**src/rtl/match_controller_pkg.sv**
```systemverilog
`default_nettype none
// ============================================================================
//  Module      : match_controller_pkg
//  Description : Shared constants for the round/match sequencer:
//                state encoding, match-winner codes and default timings.
//  Revision    : 1.0 - initial release
// ============================================================================
package match_controller_pkg;

  // FSM state encoding, visible on the state output port
  localparam logic [2:0] ST_IDLE       = 3'd0;
  localparam logic [2:0] ST_COUNTDOWN  = 3'd1;
  localparam logic [2:0] ST_FIGHT      = 3'd2;
  localparam logic [2:0] ST_ROUND_END  = 3'd3;
  localparam logic [2:0] ST_MATCH_OVER = 3'd4;

  // match_winner codes
  localparam logic [1:0] MW_NONE = 2'b00;
  localparam logic [1:0] MW_P1   = 2'b01;
  localparam logic [1:0] MW_P2   = 2'b10;

  // Default timings and series length
  localparam int DEF_ROUNDS_TO_WIN   = 2;
  localparam int DEF_COUNTDOWN_TICKS = 3;
  localparam int DEF_END_HOLD_TICKS  = 4;

  // round_num never advances past this round
  localparam logic [1:0] MAX_ROUND = 2'd3;

endpackage : match_controller_pkg
`default_nettype wire

```
**src/rtl/match_controller_tick_down_counter.sv**
```systemverilog
`default_nettype none
// ============================================================================
//  Module      : tick_down_counter
//  Description : 4-bit loadable down-counter advanced by a tick enable.
//                hit_one_o flags the value from which the next tick expires.
//  Revision    : 1.0 - initial release
// ============================================================================
module tick_down_counter (
  input  logic       clk_i,
  input  logic       rst_i,
  input  logic       load_i,
  input  logic [3:0] load_val_i,
  input  logic       dec_i,
  output logic [3:0] count_o,
  output logic       hit_one_o
);

  logic [3:0] count_q;

  // Load has priority over decrement; the counter never wraps below zero
  always_ff @(posedge clk_i) begin
    if (rst_i) begin
      count_q <= 4'd0;
    end else if (load_i) begin
      count_q <= load_val_i;
    end else if (dec_i && (count_q != 4'd0)) begin
      count_q <= count_q - 4'd1;
    end
  end

  assign count_o   = count_q;
  assign hit_one_o = (count_q == 4'd1);

endmodule : tick_down_counter
`default_nettype wire

```
**src/rtl/match_controller.sv**
```systemverilog
`default_nettype none
// ============================================================================
//  Module      : match_controller
//  Description : Round/match sequencer for the fighting game. Runs the
//                pre-round countdown, opens the fight window, scores rounds
//                and declares the winner of a best-of-N series.
//  Revision    : 1.0 - initial release
// ============================================================================
module match_controller
  import match_controller_pkg::*;
#(
  parameter int ROUNDS_TO_WIN   = DEF_ROUNDS_TO_WIN,
  parameter int COUNTDOWN_TICKS = DEF_COUNTDOWN_TICKS,
  parameter int END_HOLD_TICKS  = DEF_END_HOLD_TICKS
) (
  input  logic       clock,
  input  logic       reset,
  input  logic       tick,
  input  logic       start,
  input  logic       winner1,
  input  logic       winner2,
  output logic       round_reset,
  output logic       fight_en,
  output logic [2:0] state,
  output logic [3:0] countdown,
  output logic [1:0] round_num,
  output logic [1:0] score1,
  output logic [1:0] score2,
  output logic [1:0] match_winner
);

  localparam logic [1:0] c_RTW  = 2'(ROUNDS_TO_WIN);
  localparam logic [3:0] c_CD   = 4'(COUNTDOWN_TICKS);
  localparam logic [3:0] c_HOLD = 4'(END_HOLD_TICKS);

  logic [2:0] state_q, state_d;
  logic       start_q;
  logic [1:0] round_q, round_d;
  logic [1:0] score1_q, score1_d;
  logic [1:0] score2_q, score2_d;
  logic [1:0] mw_q, mw_d;
  logic       draw_q, draw_d;

  logic       w_start_rise;
  logic       w_cd_load, w_cd_dec, w_cd_hit_one;
  logic       w_hold_load, w_hold_dec, w_hold_hit_one;
  logic [3:0] w_cd_count, w_hold_count;

  assign w_start_rise = start & ~start_q;

  // Pre-round countdown, shown on the countdown output
  tick_down_counter u_countdown (
    .clk_i      (clock),
    .rst_i      (reset),
    .load_i     (w_cd_load),
    .load_val_i (c_CD),
    .dec_i      (w_cd_dec),
    .count_o    (w_cd_count),
    .hit_one_o  (w_cd_hit_one)
  );

  // Round-end result hold timer
  tick_down_counter u_hold (
    .clk_i      (clock),
    .rst_i      (reset),
    .load_i     (w_hold_load),
    .load_val_i (c_HOLD),
    .dec_i      (w_hold_dec),
    .count_o    (w_hold_count),
    .hit_one_o  (w_hold_hit_one)
  );

  // State register plus score/round bookkeeping and start edge detector
  always_ff @(posedge clock) begin
    if (reset) begin
      state_q  <= ST_IDLE;
      start_q  <= 1'b0;
      round_q  <= 2'd1;
      score1_q <= 2'd0;
      score2_q <= 2'd0;
      mw_q     <= MW_NONE;
      draw_q   <= 1'b0;
    end else begin
      state_q  <= state_d;
      start_q  <= start;
      round_q  <= round_d;
      score1_q <= score1_d;
      score2_q <= score2_d;
      mw_q     <= mw_d;
      draw_q   <= draw_d;
    end
  end

  // Next-state logic: transitions, counter control and score updates
  always_comb begin
    state_d     = state_q;
    round_d     = round_q;
    score1_d    = score1_q;
    score2_d    = score2_q;
    mw_d        = mw_q;
    draw_d      = draw_q;
    w_cd_load   = 1'b0;
    w_cd_dec    = 1'b0;
    w_hold_load = 1'b0;
    w_hold_dec  = 1'b0;

    case (state_q)
      ST_IDLE, ST_MATCH_OVER: begin
        // A new match starts from either resting state
        if (w_start_rise) begin
          state_d   = ST_COUNTDOWN;
          w_cd_load = 1'b1;
          round_d   = 2'd1;
          score1_d  = 2'd0;
          score2_d  = 2'd0;
          mw_d      = MW_NONE;
          draw_d    = 1'b0;
        end
      end

      ST_COUNTDOWN: begin
        if (tick) begin
          w_cd_dec = 1'b1;
          if (w_cd_hit_one) begin
            state_d = ST_FIGHT;
          end
        end
      end

      ST_FIGHT: begin
        // Either flag ends the round; both together is a double KO (draw)
        if (winner1 | winner2) begin
          state_d     = ST_ROUND_END;
          w_hold_load = 1'b1;
          draw_d      = winner1 & winner2;
          if (winner1 && !winner2 && (score1_q != c_RTW)) begin
            score1_d = score1_q + 2'd1;
          end
          if (winner2 && !winner1 && (score2_q != c_RTW)) begin
            score2_d = score2_q + 2'd1;
          end
        end
      end

      ST_ROUND_END: begin
        if (tick && (w_hold_count != 4'd0)) begin
          w_hold_dec = 1'b1;
          if (w_hold_hit_one) begin
            if (score1_q == c_RTW) begin
              state_d = ST_MATCH_OVER;
              mw_d    = MW_P1;
            end else if (score2_q == c_RTW) begin
              state_d = ST_MATCH_OVER;
              mw_d    = MW_P2;
            end else begin
              // A drawn round is replayed under the same round number
              state_d   = ST_COUNTDOWN;
              w_cd_load = 1'b1;
              if (!draw_q && (round_q != MAX_ROUND)) begin
                round_d = round_q + 2'd1;
              end
            end
          end
        end
      end

      default: begin
        state_d = ST_IDLE;
      end
    endcase
  end

  // Output decode, driven purely from registered state
  always_comb begin
    round_reset = (state_q != ST_FIGHT);
    fight_en    = (state_q == ST_FIGHT);
  end

  assign state        = state_q;
  assign countdown    = w_cd_count;
  assign round_num    = round_q;
  assign score1       = score1_q;
  assign score2       = score2_q;
  assign match_winner = mw_q;

endmodule : match_controller
`default_nettype wire

```
**config.mk**
```make
export PLATFORM = sky130hd
export DESIGN_NAME = match_controller
export DESIGN_NICKNAME = d
export VERILOG_FILES = /design/src/rtl/match_controller_pkg.sv /design/src/rtl/match_controller_tick_down_counter.sv /design/src/rtl/match_controller.sv
export SDC_FILE = /design/constraint.sdc
export NUM_CORES = 1
export LEC_CHECK = 0
export BUFFER_PORTS_ARGS = -buffer_cell sky130_fd_sc_hd__buf_2
export CAP_MARGIN = 30
export CORE_MARGIN = 5
export CORE_UTILIZATION = 45
export CTS_CLUSTER_SIZE = 10
export DETAILED_ROUTE_END_ITERATION = 16
export PLACE_DENSITY_LB_ADDON = 0.1
export REMOVE_ABC_BUFFERS = 1
export SYNTH_ARGS = -nofsm -noshare
export SYNTH_HDL_FRONTEND = slang
export SYNTH_SLANG_ARGS = --single-unit
```
**constraint.sdc**
```tcl
create_clock -name clock -period 4.6 [get_ports clock]
set_clock_uncertainty 0.05 [all_clocks]
set_input_delay 0.23 -clock clock [delete_from_list [all_inputs] [get_ports clock]]
set_output_delay 0.23 -clock clock [all_outputs]
set_load 0.1 [all_outputs]
```
Yosys cells after proc, flatten, opt, wreduce, memory -nomap -nowiden:

Index checks and enable logic that the tools add are counted.

* flip-flop bits (word level): 21
* output and inout bits: 17

* add/sub/neg operators: 5
* equal/unequal tests: 24
* multiplexer cells: 47
* bitwise gates (word level): 4
* reduce and logical (&&, ||, !) cells: 27

Operators by type and width (number)
* two-way mux 2 bit: 17
* two-way mux 3 bit: 10
* inequality test 2 bit, second input constant: 9
* one-hot mux 2 bit (2 select lines): 4
* two-way mux 1 bit: 13
* one-hot mux 3 bit (4 select lines): 1
* inequality test 2 x 1 -> 1 bit, second input constant: 5
* equality test 4 x 1 -> 1 bit, second input constant: 2
* logical AND 1 bit: 8
* AND reduction 4 bit: 2
* nonzero test 2 bit: 4
* nonzero test 4 bit: 2
* subtractor 4 x 1 -> 4 bit, second input constant: 2
* AND reduction 7 bit: 1
* adder 2 x 1 -> 2 bit, second input constant: 3
* equality test 3 x 2 -> 1 bit, second input constant: 2
* AND reduction 6 bit: 1
* OR reduction 2 bit: 3
* AND reduction 5 bit: 1
* equality test 2 bit, second input constant: 2
* one-hot mux 1 bit (2 select lines): 2
* equality test 3 x 1 -> 1 bit, second input constant: 1
* equality test 3 bit, second input constant: 1
* zero test 1 bit: 3
* other kinds (7): 8

Longest topological paths before layout:

* word-level depth: 8
* mapped depth: 7

Cells and area by module:

A second synthesis with hierarchy kept.

* cells, all modules: 156
* area, all modules: 1350.0 um^2

Modules (own cells, without submodules)
* match_controller: times used 1, cells an instance 90, area an instance 777.0 um^2
* tick_down_counter: times used 2, cells an instance 33, area an instance 286.5 um^2

Worst setup path before layout:

Ideal clock, no wire load.

* path kind: register to register
* start point: register state_q[1], in the netlist state[1]
* end point: register score1_q[1], in the netlist score1[1]
* arrival time: 2669 ps
* required time: 4479 ps
* slack: 1810 ps
* cell stages (with the launch flop): 7
* path buffers: 1
* period minus slack after synthesis: 2790 ps
* path through: dfxtp_1 buf_6 or3b_4 inv_2 nand3_1 or2_0 a21oi_1

RTL lines
* from (decl): RTL line match_controller.sv:36 `logic [2:0] state_q, state_d;`
* from (signal assigned): RTL line match_controller.sv:84 `state_q <= state_d;`
* equality test 3 x 2 -> 1 bit *
* via fight_en: RTL line match_controller.sv:23 `output logic fight_en,`
* inequality test 2 x 1 -> 1 bit (no source line) / nonzero test 2 bit (equally long branches)
* AND reduction 4 bit (no source line)
* to (signal assigned): RTL line match_controller.sv:87 `score1_q <= score1_d;`
* to (decl): RTL line match_controller.sv:39 `logic [1:0] score1_q, score1_d;`

The timed path passes the listed nets; every way through them passes the cells marked *.
A chain may end at the register's enable or synchronous reset.

Worst setup path after layout:

* start point: register state_q[1], in the netlist state[1]
* end point: output port fight_en

* word-level cells in the longest chain between the ends: 1

RTL lines
* equality test 3 x 2 -> 1 bit: RTL line match_controller.sv:176 `fight_en = (state_q == ST_FIGHT);`
* to (decl): RTL line match_controller.sv:23

Every way passes these cells.

==> results.txt <==
----------------------------------------------------
[Clock tree]
  TritonCTS clock tree ... built
  Clock tree root driver cell ... clkbuf_4
  Count of H-tree levels built during CTS ... 1
  Clock transition time at the flip-flop clock pins of the worst setup and hold paths ... 120 ps
  Number of clock sinks seen by CTS ... 21
  Hold buffer count at cts ... 0
  Number of clock buffers inserted by TritonCTS ... 3
  Largest buffer count on any clock path ... 2
  Number of buffers inserted by post-CTS setup repair ... 0
  # resized after CTS ... 0
  Clock latency at the later pin of the worst-skew pair ... 300 ps

[Detailed routing]
  1st-pass router iterations ... 4
  Drt initial violations ... 49
  DR DRC count ... 0
  Vias per Instance ... 5.62
  Number of nets still failing antenna checks after routing ... 0
  Mean routed wirelength per cell ... 14.7 µm
  Routed Wire Length ... 2710 µm
  Routed via count ... 1,040

[Yosys]
  Number of flops mapped to enable cells by yosys ... 0
  Top cells by area in the synthesized netlist ... dfxtp_1, ha_1, nor3_1, mux2i_1, nor2_1
  Cell taking the most area after synthesis ... dfxtp_1
  Number of synthesis warnings ... 0
  Number of instances in the synthesized netlist ... 133
  Number of distinct standard cells referenced by the synthesized netlist ... 47
  Post-Syn Area per Cell ... 9.25 µm²
  Flip-flop and latch count after synthesis ... 21
  Fraction of synthesis flops using an asynchronous set or reset pin ... 0
  Post-Synthesis Cell Area ... 1230 µm²
  Main flop type after synthesis ... dfxtp_1
  Fraction of the yosys area taken by sequential cells ... 0.342
  Post-synth top area share ... 0.342

[Timing]
  Final clock period utilization by the worst path ... 0.473
  Max Freq ... 460 MHz
  Worst slew margin ... 0.554
  Unrepaired setup endpoints after global routing ... false
  Worst slew pin tran ... 666 ps
  Hold_ws ... 96.7 ps
  Final hold vios ... 0
  Count of final setup violators ... 0
  Final count of pins violating max slew ... 0
  Final total negative setup slack ... 0 ps
  Fin crit period ... 2170 ps

[Floorplanning]
  Die footprint ... 3880 µm²
  Chip height ... 62.3 µm
  Effective utilization at floorplan ... 0.458
  Num ports ... 23
  Core footprint ... 2690 µm²
  DIE WIDTH ... 62.3 µm
  Row Count ... 19

[Setup path]
  Worst reg2reg path endpoint ... state[2]$_SDFFE_PP0P_
  RR Startpoint ... u_hold.count_o[0]$_SDFFE_PP0P_
  CP Capture Point ... fight_en
  Sort of element at the start of the critical path ... flip-flop
  Required time worst endpoint ... 4320 ps
  Critical Path Source ... state[1]$_SDFFE_PP0P_
  Worst reg-to-reg setup slack ... 2600 ps
  Critical-path maximum fanout ... 12
  CP Class ... reg -> out
  Kind of capture point of the worst setup path ... primary output
  Cells on worst reg2reg path ... 6
  Crit path DAT ... 1890 ps

[Power and ir drop]
  Peak VDD IR ... 0.000187 V
  Static Leakage ... 0.555 nW
  Power density relative to cell area ... 270 nW/µm²

[Finish]
  End-of-flow core utilization ... 0.512
  Final Cell Area ... 1380 µm²
  Signed area change from the synthesized netlist to the final layout ... 11.9%
  Number of nets in the finished design ... 170
  Layout cells sized above 1 ... 0.234
  ANT cells ... 0
  Most common cell after layout, fill and taps aside ... buf_2
  Most frequent cells in the layout ... buf_2, dfxtp_1, nor3_1

[Placement]
  Number of buffers inserted by port buffering ... 22
  Gpl congestion ... 0.752
  Detailed Place HPWL ... 2110 µm
  Placement Cell Area ... 1350 µm²

[Global route]
  Vias in the first global route ... 1,054
  Pin count of the biggest net entering global routing ... 20
  Antenna violations before repair ... 0
  Wire length of the first global-routing pass ... 4770 µm
  Global route total overflow ... 0
  Combined global-route utilization of all metal layers ... 0.147

[Flow run]
  Max-cap check violation count ... 0

[Worst hold path]
  Worst min path class ... in -> reg

[Status]
  Outcome ... completed

----------------------------------------------------
-- cell usage after synthesis, types with 2 or more instances --
library cell and number:
a2111oi_2 2, a211oi_1 3, a21oi_1 5, a22o_1 3
a31oi_1 3, and3_1 2, buf_2 2, clkbuf_1 2
dfxtp_1 21, ha_1 9, inv_1 8, mux2i_1 4
nand2_1 4, nand3_1 5, nand3b_1 2, nor2_1 10
nor2b_1 4, nor3_1 11, o21a_1 2, o21ai_0 2
xnor2_1 3
-- stage by stage --
| step | total power [mW] | std cells | setup WS (ps) |
|---|---|---|---|
| 2_1_floorplan | 0.265 | 128 | 1810 |
| 3_3_place_gp | 0.284 | 181 | 2670 |
| 3_5_place_dp | 0.286 | 181 | 2610 |
| 4_1_cts | 0.377 | 185 | 2410 |
| 5_1_grt | 0.392 | 185 | 2310 |
| 6_report | 0.371 | 185 | 2430 |
-- critical path: stages, from the launching register on --
cell     delay [ps]
dfxtp_1         550
or3b_4          470
inv_2           120
buf_2           440
-- layout make-up --
cell class | count | area (µm²)
tap | 31 | 38.8
inverter | 9 | 33.8
fill | 277 | 1310
clock buffer | 4 | 26.3
sequential | 21 | 420
timing repair buffer | 22 | 110
multi-input combinational | 98 | 747
-- power breakdown --
| group | internal (mW) | leakage, nW | switching (mW) |
|---|---|---|---|
| logic | 0.0237 | 0.370 | 0.0639 |
| clock network | 0.0338 | 0.0150 | 0.0565 |
| registers | 0.187 | 0.170 | 0.00678 |
| total | 0.244 | 0.555 | 0.127 |
-- worst min-delay path by stage --
| stage | cells past startpoint | startpoint | slack, ps | end |
|---|---|---|---|---|
| after detailed placement | 1 | match_winner[1]$_SDFFE_PP0P_ | 410 | match_winner[1]$_SDFFE_PP0P_ |
| after CTS | 2 | start | 80 | start_q$_SDFF_PP0_ |
| after global routing | 2 | start | 100 | start_q$_SDFF_PP0_ |
| after global placement | 2 | start | 400 | start_q$_SDFF_PP0_ |
| final | 2 | start | 100 | start_q$_SDFF_PP0_ |
| after floorplan | 1 | reset | 250 | draw_q$_SDFFE_PP0P_ |
-- cells by family (layout without fill, tap and decap cells) --
group           count (synthesis)  count (layout)  synth area share
compound gates                 26              26             0.164
xor+xnor                        4               4            0.0285
fa+ha+maj                       9               9            0.0916
buf+inv                        14              35            0.0509
flops                          21              21             0.342
mux                             5               5            0.0417
simple gates                   54              54             0.282
-- metal layers --
| layer | part of all wire | GRT usage | up-vias |
|---|---|---|---|
| met3 | 0.045 | 0.0432 | 2 |
| met5 | 0 | 0 | - |
| li1 | - | - | 529 |
| met1 | 0.46 | 0.182 | 488 |
| met4 | 0.0085 | 0.0318 | 0 |
| met2 | 0.49 | 0.250 | 21 |
-- registers in the layout, summed over array words and instances, names as in the netlist --
register,count
u_countdown.count_o,4
u_hold.count_o,4
draw_q,1
round_num,2
score2,2
match_winner,2
state,3
score1,2
start_q,1
Power figures use the tool's default switching activity.
